<file path="config.mk">
export PLATFORM = sky130hd
export DESIGN_NAME = bank_read_sched
export DESIGN_NICKNAME = d
export VERILOG_FILES = /design/src/rtl/bank_read_sched.sv
export SDC_FILE = /design/constraint.sdc
export NUM_CORES = 1
export LEC_CHECK = 0
export BUFFER_PORTS_ARGS = -buffer_cell sky130_fd_sc_hd__buf_4
export CORE_UTILIZATION = 39
export CTS_BUF_LIST = sky130_fd_sc_hd__clkbuf_8
export CTS_CLUSTER_SIZE = 10
export DETAILED_ROUTE_END_ITERATION = 16
export PLACE_DENSITY_LB_ADDON = 0.05
export SLEW_MARGIN = 20
export SYNTH_ARGS = -nofsm -noshare
export SYNTH_HDL_FRONTEND = slang
export SYNTH_SLANG_ARGS = --single-unit
</file>
<file path="constraint.sdc">
create_clock -name clk -period 2.5 [get_ports clk]
set_input_delay 0.125 -clock clk [delete_from_list [all_inputs] [get_ports clk]]
set_output_delay 0.125 -clock clk [all_outputs]
set_load 0.02 [all_outputs]
</file>
<file path="src/rtl/bank_read_sched.sv">
// Read-port scheduler for the shared banked scratchpad: picks one of three requesters per cycle
// and steers each returning read-valid back to its issuer through a fixed-latency tag pipeline.
`timescale 1ns/1ps

module bank_read_sched #(
    parameter int BANKBITS = 5,
    parameter int WORDBITS = 10,
    parameter int DATABITS = 32,
    parameter int RDLAT    = 2,
    parameter int STARVE   = 4
) (
    input  logic                         clk,
    input  logic                         rst,

    input  logic                         i_req,
    input  logic [BANKBITS+WORDBITS-1:0] i_addr,
    output logic                         i_gnt,
    output logic                         i_rvalid,

    input  logic                         d_req,
    input  logic [BANKBITS+WORDBITS-1:0] d_addr,
    output logic                         d_gnt,
    output logic                         d_rvalid,

    input  logic                         c_req,
    input  logic [BANKBITS+WORDBITS-1:0] c_addr,
    output logic                         c_gnt,
    output logic                         c_rvalid,

    input  logic                         m_rdy,
    output logic                         m_en,
    output logic [BANKBITS+WORDBITS-1:0] m_addr,
    input  logic [DATABITS-1:0]          m_rdata,
    output logic [DATABITS-1:0]          o_rdata
);

    localparam int AW = BANKBITS + WORDBITS;
    localparam logic [3:0] STARVE_CNT = 4'(STARVE);

    typedef enum logic [1:0] {
        REQ_I = 2'd0,
        REQ_D = 2'd1,
        REQ_C = 2'd2
    } req_code_t;

    logic [2:0]           w_req;
    logic [2:0]           w_starved;
    logic [2:0]           w_cand;
    logic [2:0]           w_gnt;
    req_code_t            w_code;
    logic [AW-1:0]        w_addr;

    logic [3:0]           r_wcnt [3];
    logic [AW-1:0]        r_mAddr;
    logic [RDLAT-1:0]     r_tagValid;
    logic [1:0]           r_tagCode [RDLAT];

    assign w_req = {c_req, d_req, i_req};

    always_comb begin
        for (int k = 0; k < 3; k++) begin
            w_starved[k] = w_req[k] && (r_wcnt[k] == STARVE_CNT);
        end
    end

    // Starved requesters preempt the normal order; within either set the order is i > d > c.
    assign w_cand = (|w_starved) ? w_starved : w_req;

    always_comb begin
        w_gnt  = 3'b000;
        w_code = REQ_I;
        w_addr = r_mAddr;
        if (m_rdy && !rst) begin
            if (w_cand[0]) begin
                w_gnt  = 3'b001;
                w_code = REQ_I;
                w_addr = i_addr;
            end else if (w_cand[1]) begin
                w_gnt  = 3'b010;
                w_code = REQ_D;
                w_addr = d_addr;
            end else if (w_cand[2]) begin
                w_gnt  = 3'b100;
                w_code = REQ_C;
                w_addr = c_addr;
            end
        end
    end

    assign i_gnt  = w_gnt[0];
    assign d_gnt  = w_gnt[1];
    assign c_gnt  = w_gnt[2];
    assign m_en   = |w_gnt;
    assign m_addr = rst ? '0 : w_addr;

    // Wait counters keep counting through memory backpressure so a stalled requester still ages.
    always_ff @(posedge clk) begin
        for (int k = 0; k < 3; k++) begin
            if (rst || w_gnt[k] || !w_req[k]) begin
                r_wcnt[k] <= 4'd0;
            end else if (r_wcnt[k] != STARVE_CNT) begin
                r_wcnt[k] <= r_wcnt[k] + 4'd1;
            end
        end
    end

    always_ff @(posedge clk) begin
        if (rst) begin
            r_mAddr <= '0;
        end else if (m_en) begin
            r_mAddr <= w_addr;
        end
    end

    // The tag pipeline never stalls: memory returns data a fixed RDLAT cycles after acceptance.
    always_ff @(posedge clk) begin
        if (rst) begin
            for (int k = 0; k < RDLAT; k++) begin
                r_tagValid[k] <= 1'b0;
                r_tagCode[k]  <= REQ_I;
            end
        end else begin
            r_tagValid[0] <= m_en;
            r_tagCode[0]  <= w_code;
            for (int k = 1; k < RDLAT; k++) begin
                r_tagValid[k] <= r_tagValid[k-1];
                r_tagCode[k]  <= r_tagCode[k-1];
            end
        end
    end

    assign i_rvalid = !rst && r_tagValid[RDLAT-1] && (r_tagCode[RDLAT-1] == REQ_I);
    assign d_rvalid = !rst && r_tagValid[RDLAT-1] && (r_tagCode[RDLAT-1] == REQ_D);
    assign c_rvalid = !rst && r_tagValid[RDLAT-1] && (r_tagCode[RDLAT-1] == REQ_C);

    assign o_rdata = m_rdata;

endmodule

</file>
==> Word-level counts from Yosys, hierarchy flattened <==
Memories as Yosys holds them, arrays and structs flattened.
Cells that the tools add are included.
{ "totals": {"wordCells": 78, "inputBits": 83, "mem_count": 2, "reg_bits": 17, "mem_bits_rw": 16, "out_inout_bits": 54} }
{ "mem_list": {"columns": ["name", "depth", "word_bits", "rd", "rd_clocked_by_memory_dff", "write_ports", "line_no", "text"], "rows": [
  ["r_wcnt", 3, 4, 3, 0, 3, "53", "logic [3:0] r_wcnt [3];"],
  ["r_tagCode", 2, 2, 2, 0, 2, "56", "logic [1:0] r_tagCode [RDLAT];"]
]} }
{ "op_classes": {"reduce_logical": 21, "muxes": 37, "addsub": 3, "bitwise": 5, "n_eq_ne": 8} }
{ "op_table": {"columns": ["cell", "n"], "rows": [
  ["15-bit 2-to-1 mux", 5],
  ["1-bit 2-to-1 mux", 18],
  ["3-bit 2-to-1 mux", 5],
  ["4-bit by 1-bit adder with 4-bit output, second input constant", 3],
  ["4-bit by 3-bit == test with 1-bit output, second input constant", 3],
  ["2-bit 2-to-1 mux", 6],
  ["4-bit 2-to-1 mux", 3],
  ["4-bit by 3-bit != test with 1-bit output, second input constant", 3],
  ["1-bit logical AND", 8],
  ["1-bit logical OR", 6],
  ["3-bit OR reduction", 2],
  ["1-bit OR", 5],
  ["1-bit zero test", 4],
  ["2-bit by 1-bit == test with 1-bit output, second input constant", 1],
  ["2-bit == test, second input constant", 1],
  ["2-bit zero test", 1]
]} }

==> Longest topological paths before layout <==
Gate-level depths: netlist of the first run.
{ "depth": {"ltp_word": 13, "mapped_depth": 8, "mapped_depth_nobuf": 6} }

==> Worst setup path after synthesis of the first run <==
No wires, ideal clock.
{ "synth_timing": {"path_type": "register to register", "start": "memory r_wcnt[0][0]", "end": "memory r_wcnt[2][0], enable pin", "n_path_buf": 1, "stages_incl_launch_ff": 8, "setup_time_ns": 0.273, "t_required_ns": 2.227, "path_slack_ns": 0.561, "arrival_ns": 1.666, "period_less_slack_ns": 1.939, "cell_sequence": "edfxtp_1 inv_1 ha_1 and3b_2 o21ai_1 and3_1 buf_6 or3_1"} }
{ "synth_lines": {"columns": ["element", "line_no"], "rows": [
  ["start: declaration", "53"]
]} }

==> metrics.txt, run 1 <==
# TYPE chip_impl_metric gauge
chip_impl_info{name="outcome",value="finished clean"} 1
chip_impl_metric{name="pin_count",unit=""} 137
chip_impl_metric{name="via_per_inst",unit=""} 5.78
chip_impl_metric{name="totalWireLength",unit="um"} 8260
chip_impl_metric{name="pin_count_of_the_biggest_net_entering_global_routing",unit=""} 40
chip_impl_metric{name="height_of_the_die",unit="um"} 86.5
chip_impl_metric{name="gp_congestion",unit=""} 0.759
chip_impl_metric{name="power_per_cell_area",unit="nW/um^2"} 398
chip_impl_metric{name="timing.critical_path.slowest_cell_delay",unit="ps"} 370
chip_impl_metric{name="final_hold_viol_count",unit=""} 0
chip_impl_metric{name="skew",unit="ps"} 7.95
chip_impl_metric{name="synthXorXnorAreaFrac",unit="%"} 1.89
chip_impl_metric{name="dp_hpwl",unit="um"} 5300
chip_impl_metric{name="dpl_cell_area",unit="sq um"} 3130
chip_impl_metric{name="cts_made_buffers",unit=""} 5
chip_impl_metric{name="grt_pass1_wl",unit="um"} 12700
chip_impl_metric{name="drt_pre_antenna_iters",unit=""} 4
chip_impl_info{name="cp_cell_sequence",value="inv_1 > ha_1 > and3b_2 > o41ai_4 > buf_6 > o21a_4 > a221o_1 > buf_4"} 1
chip_impl_metric{name="initial_core_util",unit="%"} 40.8
chip_impl_info{name="tritoncts",value="built"} 1
chip_impl_metric{name="finalSetupViolCount",unit=""} 0
chip_impl_metric{name="maxClockFrequency",unit="MHz"} 420
chip_impl_metric{name="yosys.area_share.simple",unit="%"} 26.7
chip_impl_metric{name="number_of_nets_still_failing_antenna_checks_after_routing",unit=""} 0
chip_impl_metric{name="crit_buf_inv",unit=""} 3
chip_impl_metric{name="syn-cell-area",unit="sq um"} 2790
chip_impl_info{name="cts-root-buf",value="sky130_fd_sc_hd__clkbuf_8"} 1
chip_impl_metric{name="synth.area.mux_share",unit="%"} 0
chip_impl_info{name="synth_top_family_by_area",value="simple AND/OR/NAND/NOR gates"} 1
chip_impl_metric{name="max_slew.worst_pin.slew",unit="ps"} 439
chip_impl_metric{name="drive_above_1_share",unit="%"} 31.6
chip_impl_info{name="critical_path.startpoint_type",value="register"} 1
chip_impl_info{name="regToRegStartpoint",value="r_wcnt[0][0]$_SDFFCE_PN0P_"} 1
chip_impl_metric{name="slew_headroom",unit="%"} 70.7
chip_impl_metric{name="die_area",unit="sq um"} 7490
chip_impl_metric{name="grt_remaining_overflow",unit=""} 0
chip_impl_metric{name="detailroute.via_count",unit=""} 2695
chip_impl_info{name="critical-path-top-delay-family",value="compound AO/OA/AOI/OAI gates"} 1
chip_impl_info{name="holdPathEnd",value="r_mAddr[10]$_SDFFE_PP0P_"} 1
chip_impl_metric{name="layout.core_utilization",unit="%"} 49.3
chip_impl_info{name="worstHoldStart",value="d_addr[10]"} 1
chip_impl_metric{name="number_of_input_and_output_port_buffers_inserted",unit=""} 72
chip_impl_metric{name="synthesis.instances",unit=""} 326
chip_impl_metric{name="drt_iter0_markers",unit=""} 168
chip_impl_info{name="ys_dominant_reg_cell",value="sky130_fd_sc_hd__dfxtp_1"} 1
chip_impl_info{name="rsz0062_at_grt",value="true"} 1
chip_impl_metric{name="fp.coreArea",unit="sq um"} 6830
chip_impl_metric{name="synth_area_in_compound_gates",unit="%"} 24.5
chip_impl_metric{name="worst_ep_required_time",unit="ps"} 2380
chip_impl_metric{name="timing.final.crit_period",unit="ps"} 2380
chip_impl_metric{name="yosysWarningCount",unit=""} 0
chip_impl_info{name="critPathCaptureType",value="output pin"} 1
chip_impl_metric{name="worst_skew_pair.late_latency",unit="ps"} 290
chip_impl_metric{name="syn_to_final_growth",unit="%"} 20.7
chip_impl_metric{name="power.total",unit="W"} 0.00134
chip_impl_metric{name="timing.reg2reg.worst_path_depth",unit=""} 7
chip_impl_metric{name="slew_violations",unit=""} 0
chip_impl_metric{name="worstSetupPathDepth",unit=""} 8
chip_impl_info{name="timing.rr.end",value="r_mAddr[6]$_SDFFE_PP0P_"} 1
chip_impl_metric{name="ys_seq_area_share",unit="%"} 28.0
chip_impl_metric{name="clock_sinks",unit=""} 33
chip_impl_metric{name="global_route.usage.total",unit="%"} 22.2
chip_impl_metric{name="die_w",unit="um"} 86.5
chip_impl_metric{name="vdd_ir_drop_max",unit="mV"} 0.175
chip_impl_info{name="timing_worst_setup_path_type",value="register to output pin"} 1
chip_impl_metric{name="power.leakage",unit="nW"} 1.39
chip_impl_metric{name="avgSynthCellArea",unit="sq um"} 8.55
chip_impl_metric{name="cp.arrival",unit="ps"} 2250
chip_impl_metric{name="critical_path.max_fanout",unit=""} 8
chip_impl_metric{name="synth_edf_count",unit=""} 12
chip_impl_metric{name="syn-num-nets",unit=""} 415
chip_impl_metric{name="path_clk_slew",unit="ps"} 70
chip_impl_metric{name="whs_path_cells",unit=""} 2
chip_impl_metric{name="diodes",unit=""} 0
chip_impl_metric{name="post_drt_wl_per_cell",unit="um"} 17.7
chip_impl_metric{name="drc",unit=""} 0
chip_impl_metric{name="htree_levels",unit=""} 2
chip_impl_info{name="final_cell_mix",value="sky130_fd_sc_hd__buf_4, sky130_fd_sc_hd__nand3_1, sky130_fd_sc_hd__a221o_1"} 1
chip_impl_info{name="mostFrequentLayoutCell",value="sky130_fd_sc_hd__buf_4"} 1
chip_impl_metric{name="first_global_vias",unit=""} 2419
chip_impl_metric{name="number_of_antenna_violations_at_the_first_check_in_global_routing",unit=""} 0
chip_impl_metric{name="synth_fa_ha_area_share",unit="%"} 2.69
chip_impl_metric{name="yosysUniqueCellTypes",unit=""} 41
chip_impl_metric{name="design.final.nets",unit=""} 458
chip_impl_metric{name="fillCellCount",unit=""} 701
chip_impl_info{name="holdCritPathClass",value="primary input to register"} 1
chip_impl_metric{name="max-cap-violations",unit=""} 0
chip_impl_metric{name="placementRows",unit=""} 30
chip_impl_info{name="worst_path_max_delay_cell",value="sky130_fd_sc_hd__edfxtp_1"} 1
chip_impl_metric{name="postCtsHoldBufs",unit=""} 0
chip_impl_metric{name="synth.ff_latch_count",unit=""} 33
chip_impl_metric{name="max-clock-path-buffers",unit=""} 2
chip_impl_metric{name="asyncSetResetFlopFracSynth",unit="%"} 0
chip_impl_metric{name="post-route-period-util",unit="%"} 95.2
chip_impl_metric{name="design_area",unit="sq um"} 3370
chip_impl_metric{name="regToRegSetupSlack",unit="ps"} 340
-- report_power, final --
| part | internal, W | total [W] | switching, W |
|---|---|---|---|
| clock | 0.000218 | 0.000424 | 0.000205 |
| sequential | 0.000580 | 0.000599 | 0.0000186 |
| combinational | 0.000158 | 0.000318 | 0.000161 |
-- what timing repair did --
item                       CTS  global route
hold endpoints to repair     0             0
buffers inserted             0             9
pin swaps                    0             1
gates resized for setup      1            10
setup endpoints to repair   15            18
gates cloned                 1             2
-- per-stage QoR --
| stage | worst slack (ps) | cells | TNS (ps) | hold WS, ps |
|---|---|---|---|---|
| 2_1_floorplan | 561 | 326 | 0 | 264 |
| 3_3_place_gp | 319 | 446 | 0 | 250 |
| 3_5_place_dp | 250 | 446 | 0 | 250 |
| 4_1_cts | 0.217 | 455 | 0 | 63.6 |
| 5_1_grt | -20.6 | 466 | -25.8 | 53.6 |
| 6_report | 121 | 466 | 0 | 71.6 |
-- cell families after synthesis --
kind of cell	Yosys count
compound gates	87
flops	33
buf+inv	69
fa+ha+maj	6
xor+xnor	6
simple gates	125
-- final cells by class --
type,count,area (sq um),area share (%)
well taps,96,120,3.57
clock buffers,6,82.6,2.45
inverters,9,33.8,1.00
multi-input cells,227,1620,48.1
clock inverters,2,8.76,0.260
flip-flops and latches,33,781,23.2
repair buffers,93,722,21.4
-- registers in the layout, indices dropped and copies added, names as in the netlist --
signal      flops
r_wcnt         12
r_tagValid      2
r_tagCode       4
r_mAddr        15
-- worst max-delay path by stage --
stage / from / endpoint / slack [ps]
6_report: r_wcnt[0][0]$_SDFFCE_PN0P_ / m_addr[7] / 120
3_5_place_dp: r_wcnt[1][0]$_SDFFCE_PN0P_ / m_addr[12] / 250
4_1_cts: r_wcnt[1][0]$_SDFFCE_PN0P_ / m_addr[12] / 0.2
3_3_place_gp: r_wcnt[0][0]$_SDFFCE_PN0P_ / m_addr[12] / 320
2_1_floorplan: r_wcnt[0][0]$_SDFFCE_PN0P_ / r_wcnt[2][0]$_SDFFCE_PN0P_ / 560
5_1_grt: r_wcnt[2][0]$_SDFFCE_PN0P_ / m_addr[12] / -20
-- layer usage --
metal  track usage, %  up-vias  wire length (um)
met5                0        -                 0
met3             4.10       21               546
li1                 -     1301                 -
met4             5.61        0               108
met2             36.2      100              3910
met1             30.3     1273              3700
-- cells in the mapped netlist, drive strengths merged, types with 6 or more instances --
library cell,instances,area share (%)
nor2,11,1.5
nand2,17,2.3
clkbuf,10,1.3
dfxtp,21,15
a31oi,15,3.4
o211ai,15,4.0
o21ai,20,3.6
nand3,35,6.3
ha,6,2.7
a221o,30,11
edfxtp,12,13
nor2b,19,4.3
inv,9,1.2
buf,50,14
nand4,15,3.4
Power figures use the tool's default switching activity.
==> inputs of run 2 (changes only) <==
--- a/config.mk
+++ b/config.mk
@@ -7,10 +7,12 @@
 export LEC_CHECK = 0
 export BUFFER_PORTS_ARGS = -buffer_cell sky130_fd_sc_hd__buf_4
 export CORE_UTILIZATION = 39
-export CTS_BUF_LIST = sky130_fd_sc_hd__clkbuf_8
+export CTS_BUF_LIST = sky130_fd_sc_hd__clkbuf_2
 export CTS_CLUSTER_SIZE = 10
 export DETAILED_ROUTE_END_ITERATION = 16
+export GPL_TIMING_DRIVEN = 0
 export PLACE_DENSITY_LB_ADDON = 0.05
+export SETUP_SLACK_MARGIN = 0.4
 export SLEW_MARGIN = 20
 export SYNTH_ARGS = -nofsm -noshare
 export SYNTH_HDL_FRONTEND = slang
==> metrics.txt, run 2 (synthesis gave the netlist of run 1 again) <==
# TYPE chip_impl_metric gauge
chip_impl_metric{name="totalWireLength",unit="um"} 9500
chip_impl_metric{name="max-clock-path-buffers",unit=""} 2
chip_impl_metric{name="path_clk_slew",unit="ps"} 180
chip_impl_metric{name="slew_headroom",unit="%"} 65.2
chip_impl_metric{name="number_of_nets_still_failing_antenna_checks_after_routing",unit=""} 0
chip_impl_metric{name="timing.final.crit_period",unit="ps"} 2470
chip_impl_metric{name="layout.core_utilization",unit="%"} 64.9
chip_impl_info{name="largest-register",value="r_mAddr"} 1
chip_impl_metric{name="design_area",unit="sq um"} 4430
chip_impl_info{name="holdCritPathClass",value="primary input to register"} 1
chip_impl_metric{name="placementRows",unit=""} 30
chip_impl_metric{name="place_ws",unit="ps"} 179
chip_impl_metric{name="internal_power",unit="W"} 0.000928
chip_impl_metric{name="global_route.usage.total",unit="%"} 24.4
chip_impl_metric{name="worst_skew_pair.late_latency",unit="ps"} 390
chip_impl_metric{name="max-cap-violations",unit=""} 0
chip_impl_metric{name="power.total",unit="W"} 0.00138
chip_impl_metric{name="switchingPower",unit="W"} 0.000449
chip_impl_metric{name="pin_count",unit=""} 137
chip_impl_metric{name="grt_pass1_wl",unit="um"} 14300
chip_impl_metric{name="number_of_input_and_output_port_buffers_inserted",unit=""} 103
chip_impl_info{name="tritoncts",value="built"} 1
chip_impl_info{name="cts-root-buf",value="sky130_fd_sc_hd__clkbuf_2"} 1
chip_impl_info{name="worst_setup_path_startpoint",value="r_wcnt[0][1]$_SDFFCE_PN0P_"} 1
chip_impl_metric{name="die_w",unit="um"} 86.5
chip_impl_metric{name="first_global_vias",unit=""} 2974
chip_impl_info{name="crit_top_cell",value="sky130_fd_sc_hd__buf_8"} 1
chip_impl_metric{name="finalSetupViolCount",unit=""} 0
chip_impl_metric{name="max_slew.worst_pin.slew",unit="ps"} 521
chip_impl_metric{name="detailroute.via_count",unit=""} 3206
chip_impl_info{name="worstHoldStart",value="c_addr[5]"} 1
chip_impl_info{name="mostFrequentLayoutCell",value="sky130_fd_sc_hd__buf_4"} 1
chip_impl_metric{name="drt_pre_antenna_iters",unit=""} 4
chip_impl_metric{name="via_per_inst",unit=""} 5.48
chip_impl_metric{name="grt_remaining_overflow",unit=""} 0
chip_impl_metric{name="htree_levels",unit=""} 2
chip_impl_info{name="critPathCaptureType",value="output pin"} 1
chip_impl_metric{name="post-route-period-util",unit="%"} 99.0
chip_impl_metric{name="vdd_ir_drop_max",unit="mV"} 0.140
chip_impl_metric{name="power.leakage",unit="nW"} 1.98
chip_impl_metric{name="drc",unit=""} 0
chip_impl_info{name="critical_path.startpoint_type",value="register"} 1
chip_impl_metric{name="die_area",unit="sq um"} 7490
chip_impl_info{name="outcome",value="finished clean"} 1
chip_impl_metric{name="critical_path.max_fanout",unit=""} 7
chip_impl_metric{name="maxClockFrequency",unit="MHz"} 404
chip_impl_metric{name="largest_register_ff_count",unit=""} 15
chip_impl_metric{name="seq_area",unit="sq um"} 781
chip_impl_info{name="rsz0062_at_grt",value="true"} 1
chip_impl_metric{name="dp_hpwl",unit="um"} 6460
chip_impl_info{name="timing_worst_setup_path_type",value="register to output pin"} 1
chip_impl_metric{name="fillCellCount",unit=""} 634
chip_impl_metric{name="drt_iter0_markers",unit=""} 156
chip_impl_metric{name="power_per_cell_area",unit="nW/um^2"} 311
chip_impl_metric{name="post_drt_wl_per_cell",unit="um"} 16.2
chip_impl_metric{name="syn_to_final_growth",unit="%"} 58.9
chip_impl_metric{name="multi_input_area",unit="sq um"} 1660
chip_impl_metric{name="fin_ws",unit="ps"} 25.1
chip_impl_metric{name="design.final.nets",unit=""} 577
chip_impl_metric{name="dpl_cell_area",unit="sq um"} 3680
chip_impl_metric{name="power_frac_comb",unit="%"} 37.0
chip_impl_metric{name="diodes",unit=""} 0
chip_impl_metric{name="final_hold_viol_count",unit=""} 0
chip_impl_metric{name="slew_violations",unit=""} 0
chip_impl_info{name="top_regs",value="r_mAddr (15), r_wcnt (12), r_tagCode (4)"} 1
chip_impl_metric{name="cp.arrival",unit="ps"} 2350
chip_impl_metric{name="worst_ep_required_time",unit="ps"} 2380
chip_impl_metric{name="timing.critical_path.slowest_cell_delay",unit="ps"} 420
chip_impl_metric{name="initial_core_util",unit="%"} 40.8
chip_impl_metric{name="cts_made_buffers",unit=""} 5
chip_impl_info{name="cp_cell_sequence",value="inv_1 > ha_2 > and3b_2 > o21ai_1 > and3_4 > buf_8 > buf_8 > a221o_1 > buf_6"} 1
chip_impl_metric{name="clock_sinks",unit=""} 33
chip_impl_metric{name="skew",unit="ps"} 11.4
chip_impl_info{name="final_cell_mix",value="sky130_fd_sc_hd__buf_4, sky130_fd_sc_hd__nand3_1, sky130_fd_sc_hd__a221o_1"} 1
chip_impl_metric{name="fp.coreArea",unit="sq um"} 6830
chip_impl_metric{name="number_of_antenna_violations_at_the_first_check_in_global_routing",unit=""} 0
chip_impl_metric{name="share_seq_of_total_power",unit="%"} 43.4
chip_impl_info{name="worst_path_max_delay_cell",value="sky130_fd_sc_hd__edfxtp_1"} 1
chip_impl_metric{name="power.share.switching",unit="%"} 32.6
chip_impl_metric{name="pin_count_of_the_biggest_net_entering_global_routing",unit=""} 11
chip_impl_metric{name="height_of_the_die",unit="um"} 86.5
chip_impl_metric{name="gp_congestion",unit=""} 0.789
chip_impl_info{name="regToRegStartpoint",value="r_wcnt[0][1]$_SDFFCE_PN0P_"} 1
chip_impl_metric{name="clock_power_share",unit="%"} 19.6
chip_impl_metric{name="whs",unit="ps"} 143
chip_impl_metric{name="drive_above_1_share",unit="%"} 45.0
run 2: changes by cell type in the layout (fill, tap and decap cells not counted), sizes merged:
| cell | delta |
|---|---|
| buf | +93 |
| o21a | -3 |
| dlygate4sd3 | +18 |
| clkinv | -1 |
| clkbuf | +12 |
run 2: per-stage QoR:
| stage | setup TNS (ps) | cells |
|---|---|---|
| final | 0 | 585 |
| after global routing | -431 | 585 |
| after CTS | 0 | 575 |
| after detailed placement | 0 | 525 |
| after global placement | 0 | 525 |
| after floorplan | 0 | 326 |
run 2: layout make-up:
cell class	count	share of cell area, %
Clock inverter	1	0.0847
Multi-Input combinational cell	224	37.5
Clock buffer	7	0.791
Inverter	9	0.762
Tap cell	96	2.71
Buffer	60	11.2
Timing Repair Buffer	155	29.3
Sequential cell	33	17.6
run 2: path summary, 6_finish.rpt:
kind,to,slack (ps),cells past startpoint
setup / recovery,m_addr[13],30,9
hold / removal,r_mAddr[5]$_SDFFE_PP0P_,140,4
setup reg to reg,r_wcnt[2][2]$_SDFFCE_PN0P_,360,10
hold reg to reg,r_tagValid[1]$_SDFF_PP0_,460,1
run 2: layer usage:
metal  up-vias  part of all wire (%)  GRT usage, %  routed length [um]
met4         0                   1.9          7.88                 178
met2       145                    48          43.8                4600
li1       1542                     -             -                   -
met1      1503                    43          29.7                4070
met3        16                   6.9          4.10                 653
met5         -                     0             0                   0
run 2: power groups by stage:
| stage | clock, W | sequential (W) | combinational (W) |
|---|---|---|---|
| 5_1_grt | 0.000291 | 0.000602 | 0.000541 |
| 3_3_place_gp | 0 | 0.000610 | 0.000424 |
| 3_5_place_dp | 0 | 0.000610 | 0.000430 |
| 6_report | 0.000269 | 0.000598 | 0.000509 |
| 2_1_floorplan | 0 | 0.000605 | 0.000250 |
| 4_1_cts | 0.000271 | 0.000597 | 0.000481 |
run 2: worst max-delay path, delay by kind of cell (launching register included):
kind / cells / cell delay, ps
buffers and inverters: 4 / 490
DFF: 1 / 420
and+or+nand+nor: 2 / 440
AOI/OAI and AO/OA: 2 / 420
adders and majority gates: 1 / 190
run 2: what timing repair did:
action / 4_1_cts / 5_1_grt
hold buffers: 18 / 0
gates resized for setup: 37 / 28
setup buffers: 24 / 9
endpoints found under the setup margin: 32 / 27
pin swaps: 19 / 23
cloned: 0 / 1
hold endpoints to repair: 16 / 0
